<file path="src/rtl/mem_stage_if.sv">
// Pipeline handshake bundle around the MEM stage: the EXE->MEM bus and the MEM->WB bus.
// The master modport is the MEM stage itself; slave is the surrounding pipeline.
interface mem_stage_if #(
    parameter int ES_BUS_W = 76,
    parameter int MS_BUS_W = 70
);
    logic                es_to_ms_valid;
    logic [ES_BUS_W-1:0] es_to_ms_bus;
    logic                ms_allowin;
    logic                ms_to_ws_valid;
    logic [MS_BUS_W-1:0] ms_to_ws_bus;
    logic                ws_allowin;

    modport master (
        input  es_to_ms_valid, es_to_ms_bus, ws_allowin,
        output ms_allowin, ms_to_ws_valid, ms_to_ws_bus
    );

    modport slave (
        output es_to_ms_valid, es_to_ms_bus, ws_allowin,
        input  ms_allowin, ms_to_ws_valid, ms_to_ws_bus
    );
endinterface

</file>
<file path="src/rtl/mem_stage.sv">
// Memory-access pipeline stage: waits for the data-SRAM load response, extracts and
// extends sub-word load data, and forwards {gr_we,dest,final_result,pc} to WB.
module mem_stage #(
    parameter int ES_BUS_W = 76,
    parameter int MS_BUS_W = 70
) (
    input  logic        clk,
    input  logic        reset,
    mem_stage_if.master p,
    input  logic        data_sram_data_ok,
    input  logic [31:0] data_sram_rdata,
    output logic [37:0] ms_fwd_bus,
    output logic        ms_load_pending
);
    localparam logic [1:0] S_EMPTY = 2'd0;
    localparam logic [1:0] S_ALU   = 2'd1;
    localparam logic [1:0] S_WAIT  = 2'd2;
    localparam logic [1:0] S_DONE  = 2'd3;

    logic [1:0]          state_reg, state_next;
    logic [ES_BUS_W-1:0] bus_reg;
    logic [31:0]         rbuf_reg;

    logic        ms_valid, ready_go, accept, leave;
    logic [2:0]  ld_op;
    logic [1:0]  addr_lo;
    logic        res_from_mem, gr_we;
    logic [4:0]  dest;
    logic [31:0] result, pc;
    logic [31:0] raw, extracted, final_result;
    logic [7:0]  lane [4];
    logic [7:0]  byte_sel;
    logic [15:0] half_sel;

    assign ld_op        = bus_reg[75:73];
    assign addr_lo      = bus_reg[72:71];
    assign res_from_mem = bus_reg[70];
    assign gr_we        = bus_reg[69];
    assign dest         = bus_reg[68:64];
    assign result       = bus_reg[63:32];
    assign pc           = bus_reg[31:0];

    assign ms_valid = (state_reg != S_EMPTY);
    // data_ok releases a waiting load in the same cycle it arrives.
    assign ready_go = (state_reg != S_WAIT) | data_sram_data_ok;
    assign leave    = ms_valid & ready_go & p.ws_allowin;
    assign accept   = p.es_to_ms_valid & p.ms_allowin;

    assign p.ms_allowin     = ~ms_valid | (ready_go & p.ws_allowin);
    assign p.ms_to_ws_valid = ms_valid & ready_go;

    always_comb begin
        state_next = state_reg;
        if (accept) begin
            state_next = p.es_to_ms_bus[70] ? S_WAIT : S_ALU;
        end else if (leave) begin
            state_next = S_EMPTY;
        end else if (state_reg == S_WAIT && data_sram_data_ok) begin
            state_next = S_DONE;
        end
    end

    always_ff @(posedge clk) begin
        if (reset) begin
            state_reg <= S_EMPTY;
            bus_reg   <= '0;
            rbuf_reg  <= '0;
        end else begin
            state_reg <= state_next;
            if (accept) begin
                bus_reg <= p.es_to_ms_bus;
            end
            // WB stalled while data arrives: keep the word since the SRAM will not repeat it.
            if (state_reg == S_WAIT && data_sram_data_ok && !p.ws_allowin) begin
                rbuf_reg <= data_sram_rdata;
            end
        end
    end

    assign raw = (state_reg == S_DONE) ? rbuf_reg : data_sram_rdata;

    for (genvar gi = 0; gi < 4; gi++) begin : g_lane
        assign lane[gi] = raw[gi*8 +: 8];
    end

    assign byte_sel = lane[addr_lo];
    assign half_sel = addr_lo[1] ? raw[31:16] : raw[15:0];

    always_comb begin
        extracted = raw;
        case (ld_op)
            3'b001:  extracted = {{24{byte_sel[7]}}, byte_sel};
            3'b010:  extracted = {{16{half_sel[15]}}, half_sel};
            3'b011:  extracted = {24'b0, byte_sel};
            3'b100:  extracted = {16'b0, half_sel};
            default: extracted = raw;
        endcase
    end

    assign final_result = res_from_mem ? extracted : result;

    assign p.ms_to_ws_bus   = MS_BUS_W'({gr_we, dest, final_result, pc});
    assign ms_fwd_bus       = {ms_valid & gr_we & ready_go, dest, final_result};
    assign ms_load_pending  = ms_valid & res_from_mem & ~ready_go;
endmodule
</file>
<file path="src/flat_wrapper.sv">
// flat-port wrapper written by rule: the top's interface ports become plain ports
module mem_stage_flat 
#(
    parameter int ES_BUS_W = 76,
    parameter int MS_BUS_W = 70
)
  (clk, reset, data_sram_data_ok, data_sram_rdata, ms_fwd_bus, ms_load_pending, p_es_to_ms_valid, p_es_to_ms_bus, p_ws_allowin, p_ms_allowin, p_ms_to_ws_valid, p_ms_to_ws_bus);
  mem_stage_if #(.ES_BUS_W(ES_BUS_W), .MS_BUS_W(MS_BUS_W)) p_i ();
  input  logic clk;
  input  logic reset;
  input  logic data_sram_data_ok;
  input  logic [31:0] data_sram_rdata;
  output logic [37:0] ms_fwd_bus;
  output logic ms_load_pending;
  input wire logic [$bits(p_i.es_to_ms_valid)-1:0] p_es_to_ms_valid;
  input wire logic [$bits(p_i.es_to_ms_bus)-1:0] p_es_to_ms_bus;
  input wire logic [$bits(p_i.ws_allowin)-1:0] p_ws_allowin;
  output wire logic [$bits(p_i.ms_allowin)-1:0] p_ms_allowin;
  output wire logic [$bits(p_i.ms_to_ws_valid)-1:0] p_ms_to_ws_valid;
  output wire logic [$bits(p_i.ms_to_ws_bus)-1:0] p_ms_to_ws_bus;
  assign p_i.es_to_ms_valid = p_es_to_ms_valid;
  assign p_i.es_to_ms_bus = p_es_to_ms_bus;
  assign p_i.ws_allowin = p_ws_allowin;
  assign p_ms_allowin = p_i.ms_allowin;
  assign p_ms_to_ws_valid = p_i.ms_to_ws_valid;
  assign p_ms_to_ws_bus = p_i.ms_to_ws_bus;
  mem_stage #(.ES_BUS_W(ES_BUS_W), .MS_BUS_W(MS_BUS_W)) u_core (.clk(clk), .reset(reset), .p(p_i), .data_sram_data_ok(data_sram_data_ok), .data_sram_rdata(data_sram_rdata), .ms_fwd_bus(ms_fwd_bus), .ms_load_pending(ms_load_pending));
endmodule
</file>
<file path="config.mk">
export PLATFORM = sky130hd
export DESIGN_NAME = mem_stage_flat
export DESIGN_NICKNAME = d
export VERILOG_FILES = /design/src/rtl/mem_stage_if.sv /design/src/rtl/mem_stage.sv /design/src/flat_wrapper.sv
export SDC_FILE = /design/constraint.sdc
export NUM_CORES = 1
export LEC_CHECK = 0
export CAP_MARGIN = 5
export CORE_AREA = 4 4 120 122
export CTS_BUF_LIST = sky130_fd_sc_hd__clkbuf_8 sky130_fd_sc_hd__clkbuf_16
export DETAILED_ROUTE_END_ITERATION = 12
export DIE_AREA = 0 0 124 126
export GPL_ROUTABILITY_DRIVEN = 0
export HOLD_SLACK_MARGIN = 0.03
export PLACE_DENSITY_LB_ADDON = 0.1
export SETUP_SLACK_MARGIN = 0.2
export SLEW_MARGIN = 15
export SYNTH_ARGS = -nofsm -noshare
export SYNTH_HDL_FRONTEND = slang
export SYNTH_SLANG_ARGS = --single-unit
</file>
<file path="constraint.sdc">
create_clock -name clk -period 3.3 [get_ports clk]
set_clock_uncertainty 0.2 [all_clocks]
set_input_delay 0.495 -clock clk [delete_from_list [all_inputs] [get_ports clk]]
set_output_delay 0.495 -clock clk [all_outputs]
set_load 0.02 [all_outputs]
</file>
==> results of run 1 <==
-- cells in the final DEF (no fill, tap or decap), types with 3 or more instances in the layout --
master,n
sky130_fd_sc_hd__mux2_2,8
sky130_fd_sc_hd__clkbuf_16,9
sky130_fd_sc_hd__o211ai_1,8
sky130_fd_sc_hd__or2_2,15
sky130_fd_sc_hd__and3_1,7
sky130_fd_sc_hd__buf_12,4
sky130_fd_sc_hd__buf_2,21
sky130_fd_sc_hd__a221oi_2,5
sky130_fd_sc_hd__o22ai_1,6
sky130_fd_sc_hd__nand2_1,240
sky130_fd_sc_hd__clkbuf_2,8
sky130_fd_sc_hd__a21oi_4,4
sky130_fd_sc_hd__dlygate4sd2_1,4
sky130_fd_sc_hd__mux2i_1,27
sky130_fd_sc_hd__mux2i_2,6
sky130_fd_sc_hd__buf_6,12
sky130_fd_sc_hd__nor2_1,28
sky130_fd_sc_hd__dfxtp_1,102
sky130_fd_sc_hd__o21ai_1,8
sky130_fd_sc_hd__inv_1,10
sky130_fd_sc_hd__dfxtp_4,4
sky130_fd_sc_hd__clkdlybuf4s15_2,19
sky130_fd_sc_hd__clkdlybuf4s50_1,157
sky130_fd_sc_hd__a21oi_2,9
sky130_fd_sc_hd__a21oi_1,112
sky130_fd_sc_hd__a21boi_1,5
sky130_fd_sc_hd__dfxtp_2,4
sky130_fd_sc_hd__bufinv_16,3
sky130_fd_sc_hd__buf_4,59
sky130_fd_sc_hd__o21ai_0,20
-- layer usage --
layer | track usage | vias up | part of all wire
met5 | 0 | - | 0
met2 | 0.391 | 233 | 0.48
met3 | 0.0771 | 35 | 0.082
met1 | 0.280 | 2741 | 0.41
li1 | - | 2895 | -
met4 | 0.0838 | 0 | 0.025
-- worst max-delay path, cell delays in order --
cell	delay [ps]
sky130_fd_sc_hd__clkdlybuf4s50_1	420
sky130_fd_sc_hd__mux4_2	520
sky130_fd_sc_hd__nor4bb_4	190
sky130_fd_sc_hd__o21ai_4	200
sky130_fd_sc_hd__buf_12	140
sky130_fd_sc_hd__buf_16	110
sky130_fd_sc_hd__buf_12	110
sky130_fd_sc_hd__a21oi_4	50
sky130_fd_sc_hd__buf_4	160
-- cells by family (layout without fill, tap and decap cells) --
family | after synthesis | in the layout | share of synthesized area
AO/OA/AOI/OAI | 191 | 191 | 0.186
AND/OR/NAND/NOR | 308 | 308 | 0.217
flip-flops | 110 | 110 | 0.371
XOR/XNOR | 2 | 2 | 0.00295
multiplexers | 43 | 43 | 0.0765
buffers and inverters | 146 | 314 | 0.146
-- power by group through the flow --
stage | combinational (mW) | clock (mW) | sequential (mW)
after floorplan | 0.631 | 0 | 1.45
after global placement | 1.03 | 0 | 1.47
after detailed placement | 1.04 | 0 | 1.47
after CTS | 1.03 | 1.29 | 1.44
after global routing | 1.14 | 1.34 | 1.46
final | 1.07 | 1.26 | 1.45
-- what timing repair did --
item                                    CTS  global route
endpoints found under the setup margin   64            62
pin swaps                                 4             8
setup buffers                             9             8
gates cloned                              1             0
resized for setup                       218            73
-- per-stage QoR --
step,TNS (ps),power (mW),hold WS [ps]
floorplan,0,2.08,233
global placement,-9150,2.50,241
detailed placement,-11280,2.52,246
CTS,0,3.76,257
global route,0,3.94,276
finish,0,3.77,254
-- worst paths after layout --
| check | endpoint | slack, ps | depth (start not counted) |
|---|---|---|---|
| max | ms_fwd_bus[30] | 200 | 9 |
| min | u_core.bus_reg[27] | 250 | 2 |
| max reg2reg | u_core.bus_reg[25] | 1340 | 6 |
| min reg2reg | u_core.bus_reg[27] | 250 | 2 |
-- final cells by class --
class                   count  area (µm²)
fillers                  1183        4640
multi-input cells         544        3040
repair buffers            288        2680
inverters                  10        37.5
well taps                 176         220
flip-flops and latches    110        2220
clock buffers               9         225
clock inverters             7         120
==> impl.org, run 1 <==
** Outcome
- Run status :: finished clean

** GRT
- The number of global-route vias before repair came to roughly 5,900.
- The first global-routing pass estimated 29,200 µm of wire.
- Initial antenna violation count :: 0
- Total routing resource utilization after global routing :: 0.234
- Remaining global-route overflow :: 0
- Pin count of the biggest net entering global routing :: between 60 and 70

** Timing
- The routed design could run at a clock period as short as 3100 ps.
- For this run, the top clock speed supported by timing is 0.323 GHz.
- Setup repair after global routing could not meet its margin everywhere.
- Of the available clock period, the critical path in the final layout requires 0.939.
- Worst setup margin :: 201 ps
- Number of failing hold endpoints at the final stage :: 0
- Setup Viol. Count Final :: 0
- Pin slew with the least headroom to its limit :: 722 ps
- The worst pin sits at a relative slew slack of 0.518.
- Fin. max-slew vios :: 0

** Min path
- Hold/Removal Path Class :: flip-flop to flip-flop
- The startpoint identified for the worst hold timing path is u_core.bus_reg[27].

** Die
- Standard-cell row count :: between 40 and 50
- Io pins :: 224
- Initial core utilization :: 0.450
- The die is 126 µm tall.
- The floorplan step defined a die boundary enclosing 15,600 µm².
- Die Width :: 124 µm
- Core area :: ~13,000 µm²

** Layout
- Number of antenna diodes :: 0
- Utilization after layout :: 0.648
- Final-stage net count :: 1,076
- Growth of design area from synthesis to finish :: 44.1%
- Layout cell share with drive strength beyond 1 :: 0.217
- The register with the most flip-flops in the layout has 76 of them.
- Non-Filler Instances :: approximately 1,100
- Once layout is done, the placed cells without fillers occupy 8550 µm².

** Clocking
- Number of H-tree levels :: 3
- CTS tree :: yes
- Counting every sink on the clock net gives 110.
- Clock Root Buffer :: sky130_fd_sc_hd__clkbuf_16
- No sink is reached through more buffers than the 2 on the longest clock path.
- Buffers inserted to repair hold after CTS numbered 0.
- Clock-pin slew was measured on the worst setup and hold paths at around 80 ps.
- The later pin in the worst-skew pair is clocked with a latency of ~360 ps.
- Counting the buffers created by CTS gives 9.

** Power and ir drop
- Worst IR Drop VDD :: ~350 µV
- Cell internal power was estimated by the tool at 2.64 mW.
- For this design the ratio of total power to cell area is 441 nW/µm².
- Power share of the sequential group :: 0.383
- Switching pwr :: 1.13 mW
- Switching part of the total :: 0.299
- Clock Power Share :: 0.334
- LEAKAGE :: 3.39 nW
- Combinational share of power :: 0.283

** Worst setup path
- Data arrival time of the critical path :: approximately 2400 ps
- STA classifies the critical path endpoint as a primary output.
- For the worst setup path, the data required time is 2600 ps.
- Worst Setup Start Kind :: input port
- Reg-to-Reg Start :: u_core.state_reg[1]
- Worst setup path class :: input port to primary output
- Along the worst path, the maximum fanout reaches 6.
- Worst setup path startpoint :: data_sram_rdata[7]

** Synthesis
- Synth Register Bits :: 110
- Cell type with the highest aggregate area in the netlist :: sky130_fd_sc_hd__dfxtp_1
- Counting distinct cell types in the post-synthesis netlist gives 39.
- Number of synthesis warnings :: 0
- Counting flops with a built-in enable in the synthesized netlist gives 0.
- Top-area cell type share of the netlist area :: 0.371
- Cell area after synthesis :: 5930 µm²
- After technology mapping, the gate count stands at 800.
- Dominant cells by area after synthesis :: sky130_fd_sc_hd__dfxtp_1 37%, sky130_fd_sc_hd__nand2_1 15%, sky130_fd_sc_hd__buf_4 10%
- Commonest cells in the netlist :: 241 x sky130_fd_sc_hd__nand2_1, 115 x sky130_fd_sc_hd__a21oi_1, 110 x sky130_fd_sc_hd__dfxtp_1
- For this run, asynchronously set or reset flops after synthesis account for 0.
- The average instance in the mapped netlist occupies 7.42 µm².
- sky130_fd_sc_hd__nand2_1 is the most common cell in the netlist.
- For this run, the register share of the synthesized area comes to 0.371.
- In the synthesized netlist the dominant register cell turns out to be sky130_fd_sc_hd__dfxtp_1.
- Counting every net in the synthesized netlist gives 913.

** Drt
- Routed length per instance :: 16.7 µm
- In this run the remaining antenna-violating nets after routing total 0.
- Detailed-router iteration count before antenna repair :: 6
- Drt initial violations :: 447
- Routed via count divided by cell count :: 5.16
- Overall routed net length :: 19,100 µm
- Detailed routing inserted a total of a little under 6,000 vias.
- Post-route DRC :: 0

** Run
- The tool flagged a number of max-cap violations equal to 0.

** Placed design
- Placed Cells incl. Taps :: approximately 1,100
- HPWL after detailed placement :: roughly 13,000 µm
- Before CTS, the worst setup slack after placement is -324 ps.
- Placed Instance Area :: between 7000 and 8000 µm²
- Number of buffers inserted by port buffering :: between 200 and 250
Note: power is estimated with default switching activity, not from simulation.
==> run 2, diff against run 1 <==
- CORE_AREA: 4 4 120 122 -> 4 4 156 120
- DIE_AREA: 0 0 124 126 -> 0 0 160 124
- HOLD_SLACK_MARGIN: 0.03 -> 0.05
==> impl.org, run 2 (synthesis results as in run 1) <==
** Drt
- Post-route DRC :: 0 (unchanged)
- Highest Signal Layer :: met5 (was met4)
- Detailed-router iteration count before antenna repair :: 5 (was 6)
- The wire length on met1 was 9850 µm (was 7850 µm).
- Routed length per instance :: 16.9 µm (was 16.7 µm)
- Post-route antenna net violation count :: 0 (unchanged)
- Overall routed net length :: 19,900 µm (was 19,100 µm)
- The total length of routed met3 wires is 1160 µm (was 1560 µm).
- The vias per cell came to 4.83 (was 5.16).
- The total met2 wirelength after detailed routing was 8680 µm (was 9180 µm).
- The violation count after the first detailed-route iteration is 441 (was 447).
- Via Count :: 5,689 (was 5,904)

** Worst setup path
- Reg-to-Reg Start :: u_core.state_reg[1] (unchanged)
- The kind of critical path was input port to primary output (unchanged).
- The critical register-to-register path endpoint is u_core.bus_reg[34] (was u_core.bus_reg[25]).
- The largest fanout of any net on the critical path was 7 (was 6).
- Max stage delay on crit path :: 480 ps (was 520 ps)
- The minimum setup slack among reg-to-reg paths came to 1230 ps (was 1340 ps).
- The data required time at the worst endpoint was 2600 ps (about the same).
- The type of origin of the critical path was an input port (unchanged).
- The library cell contributing the largest single delay on the critical path is sky130_fd_sc_hd__mux4_2 (unchanged).
- Buffers and inverters on the worst path :: 3 (was 5)
- The critical path endpoint category is a primary output (unchanged).
- Top delay family on crit path :: buffers and inverters (unchanged)
- The number of cell instances on the worst register-to-register path is 6 (unchanged).
- The arrival time reported for the critical path endpoint is 2320 ps (was 2400 ps).
- Crit-path cells: clkdlybuf4s50_1 -> mux4_2 -> buf_4 -> o221ai_4 -> a21boi_1 -> o22ai_1 -> clkbuf_2 (was clkdlybuf4s50_1 -> mux4_2 -> nor4bb_4 -> o21ai_4 -> buf_12 -> buf_16 -> buf_12 -> a21oi_4 -> buf_4).

** Timing
- The max-slew violation count came to 0 (unchanged).
- Setup repair after global routing missed its margin: yes (unchanged).
- Number of failing hold endpoints at the final stage :: 0 (unchanged)
- Headroom to the max-slew limit :: 0.621 (was 0.518)
- Period Utilization, post-route :: 0.915 (was 0.939)
- The final period demand of the worst path came to 3020 ps (was 3100 ps).
- Setup Viol. Count Final :: 0 (unchanged)
- Pin slew with the least headroom to its limit :: 568 ps (was 722 ps)
- The fmax came to 0.331 GHz (was 0.323 GHz).

** Placed design
- HPWL after detailed placement :: 14,600 µm (was 13,400 µm)
- Number of buffers inserted by port buffering :: 223 (unchanged)
- The total placed cells including tap cells is 1,151 (was 1,110).

** Layout
- The leading cell type in the layout, fill and taps excluded is sky130_fd_sc_hd__nand2_1 (unchanged).
- The layout cell share with drive strength beyond 1 came to 0.208 (was 0.217).
- The number of cells in the finished layout apart from fillers came to 1,177 (was 1,144).
- Max FFs per register :: 76 (unchanged)
- Number of antenna diodes :: 0 (unchanged)
- Commonest cells after routing, fill and taps aside :: 240 x sky130_fd_sc_hd__nand2_1, 158 x sky130_fd_sc_hd__clkdlybuf4s50_1, 113 x sky130_fd_sc_hd__a21oi_1 (was 240 x sky130_fd_sc_hd__nand2_1, 157 x sky130_fd_sc_hd__clkdlybuf4s50_1, 112 x sky130_fd_sc_hd__a21oi_1)
- The post-route core utilization came to 0.475 (was 0.648).
- Final-stage net count :: 1,066 (was 1,076)
- The synthesis-to-layout area growth was 38.9% (was 44.1%).
- The fill cell instance count of the final layout came to 1,796 (was 1,183).

** GRT
- The number of global-route vias before repair is 5,274 (was 5,862).
- Initial antenna violation count :: 1 (was 0)
- Total routing resource utilization after global routing :: 0.192 (was 0.234)
- Pin count of the biggest net entering global routing :: 50 (was 66)
- First-pass GRT wire length :: 29,900 µm (was 29,200 µm)
- Remaining global-route overflow :: 0 (unchanged)

** Power and ir drop
- The proportion of power drawn by combinational gates was 0.287 (was 0.283).
- Switching pwr :: 1.14 mW (was 1.13 mW)
- Switching part of the total :: 0.323 (was 0.299)
- Internal Pwr Total :: 2.39 mW (was 2.64 mW)
- The power share of the clock group was 0.303 (was 0.334).
- Worst IR Drop VDD :: 212 µV (was 347 µV)
- The sequential power share is 0.410 (was 0.383).
- Pwr per Cell Area :: 428 nW/µm² (was 441 nW/µm²)
- The total power is 3.53 mW (was 3.77 mW).
- The leakage power is 3.31 nW (was 3.39 nW).

** Die
- Io pins :: 224 (unchanged)
- Die Ht :: 124 µm (was 126 µm)
- The initial cell density of the core came to 0.342 (was 0.450).
- Die area :: 19,800 µm² (was 15,600 µm²)
- The area of the placeable core is 17,300 µm² (was 13,200 µm²).
- The floorplan row count is 42 (unchanged).
- Die Width :: 160 µm (was 124 µm)

** Outcome
- Run status: finished clean (unchanged).

** Clocking
- Total clock sinks :: 110 (unchanged)
- CTS tree :: yes (unchanged)
- Clock latency at the later pin of the worst-skew pair :: 350 ps (was 360 ps)
- The maximum level of the CTS H-tree is 3 (unchanged).
- The clock transition at the registers of the reported paths came to 70 ps (was 80 ps).
- Total clock buffers created by CTS :: 9 (unchanged)
- The cell at the root of the clock tree was sky130_fd_sc_hd__clkbuf_16 (unchanged).
- The maximum buffer depth of the clock tree is 2 (unchanged).

** Min path
- The number of cells traversed by the worst hold path was 2 (unchanged).
- Hold/Removal Path Class :: flip-flop to flip-flop (unchanged)
- Hold worst-path end :: u_core.bus_reg[28] (was u_core.bus_reg[27])
- The critical hold path startpoint is u_core.bus_reg[28] (was u_core.bus_reg[27]).

** Run
- The reported max-cap violation count came to 0 (unchanged).
-- run 2: changes by cell type in the layout (fill, tap and decap cells not counted), moves of 3 or more --
cell / delta
sky130_fd_sc_hd__clkbuf_2: +39
sky130_fd_sc_hd__buf_2: -19
sky130_fd_sc_hd__buf_6: -12
sky130_fd_sc_hd__clkdlybuf4s15_2: -12
sky130_fd_sc_hd__o21ai_1: -6
sky130_fd_sc_hd__o21ai_0: +5
sky130_fd_sc_hd__a21oi_4: -4
sky130_fd_sc_hd__a21oi_2: +3
sky130_fd_sc_hd__bufinv_16: -3
sky130_fd_sc_hd__dfxtp_4: -3
-- run 2: power groups by stage --
stage / Combinational (mW) / Sequential (mW) / Clock (mW)
after detailed placement: 1.06 / 1.47 / 0
after floorplan: 0.631 / 1.45 / 0
after global placement: 1.06 / 1.47 / 0
after global routing: 1.09 / 1.46 / 1.16
final: 1.01 / 1.45 / 1.07
after CTS: 1.02 / 1.44 / 1.11
-- run 2: per-stage QoR --
| step | setup TNS, ps | setup WS [ps] | area, µm² | hold WS [ps] |
|---|---|---|---|---|
| 2_1_floorplan | 0 | 444 | 5930 | 233 |
| 3_3_place_gp | -10200 | -293 | 7990 | 243 |
| 3_5_place_dp | -10960 | -314 | 7990 | 246 |
| 4_1_cts | 0 | 36.4 | 8350 | 257 |
| 5_1_grt | 0 | 121 | 8240 | 268 |
| 6_report | 0 | 280 | 8240 | 254 |
-- run 2: worst max path at each step --
stage,startpoint,end,slack [ps],cells after the start
floorplan,u_core.state_reg[0],p_ms_to_ws_bus[37],440,9
global placement,data_sram_rdata[7],p_ms_to_ws_bus[62],-290,6
detailed placement,data_sram_rdata[7],p_ms_to_ws_bus[62],-310,6
CTS,data_sram_rdata[7],p_ms_to_ws_bus[42],40,7
global route,u_core.state_reg[1],p_ms_to_ws_bus[32],120,7
finish,data_sram_rdata[7],p_ms_to_ws_bus[41],280,7
-- run 2: area by class of cell --
cell class	instances	area, µm²	area share
sequential	110	2210	0.269
multi-input combinational	544	2980	0.362
timing repair buffer	278	2450	0.297
tap	220	275	0.0334
inverter	10	37.5	0.00456
clock inverter	5	42.5	0.00516
clock buffer	10	239	0.0290
-- run 2: timing repair --
item                                   in CTS  in global routing
buffers inserted                           10                  1
pin swaps                                   4                  2
setup endpoints to repair                  64                 62
hold buffers                                0                  0
gates resized for setup                   103                136
endpoints found under the hold margin       0                  0
-- run 2: tightest hold or removal path, delay by kind of cell, from the launching register on --
kind | cells | cell delay, ps
AO/OA/AOI/OAI | 1 | 50
flip-flops | 1 | 310
AND/OR/NAND/NOR | 1 | 50
-- run 2: layer usage --
metal	up-vias	GRT usage
li1	2879	-
met1	2625	0.280
met2	170	0.287
met3	13	0.0460
met4	2	0.0435
met5	-	0
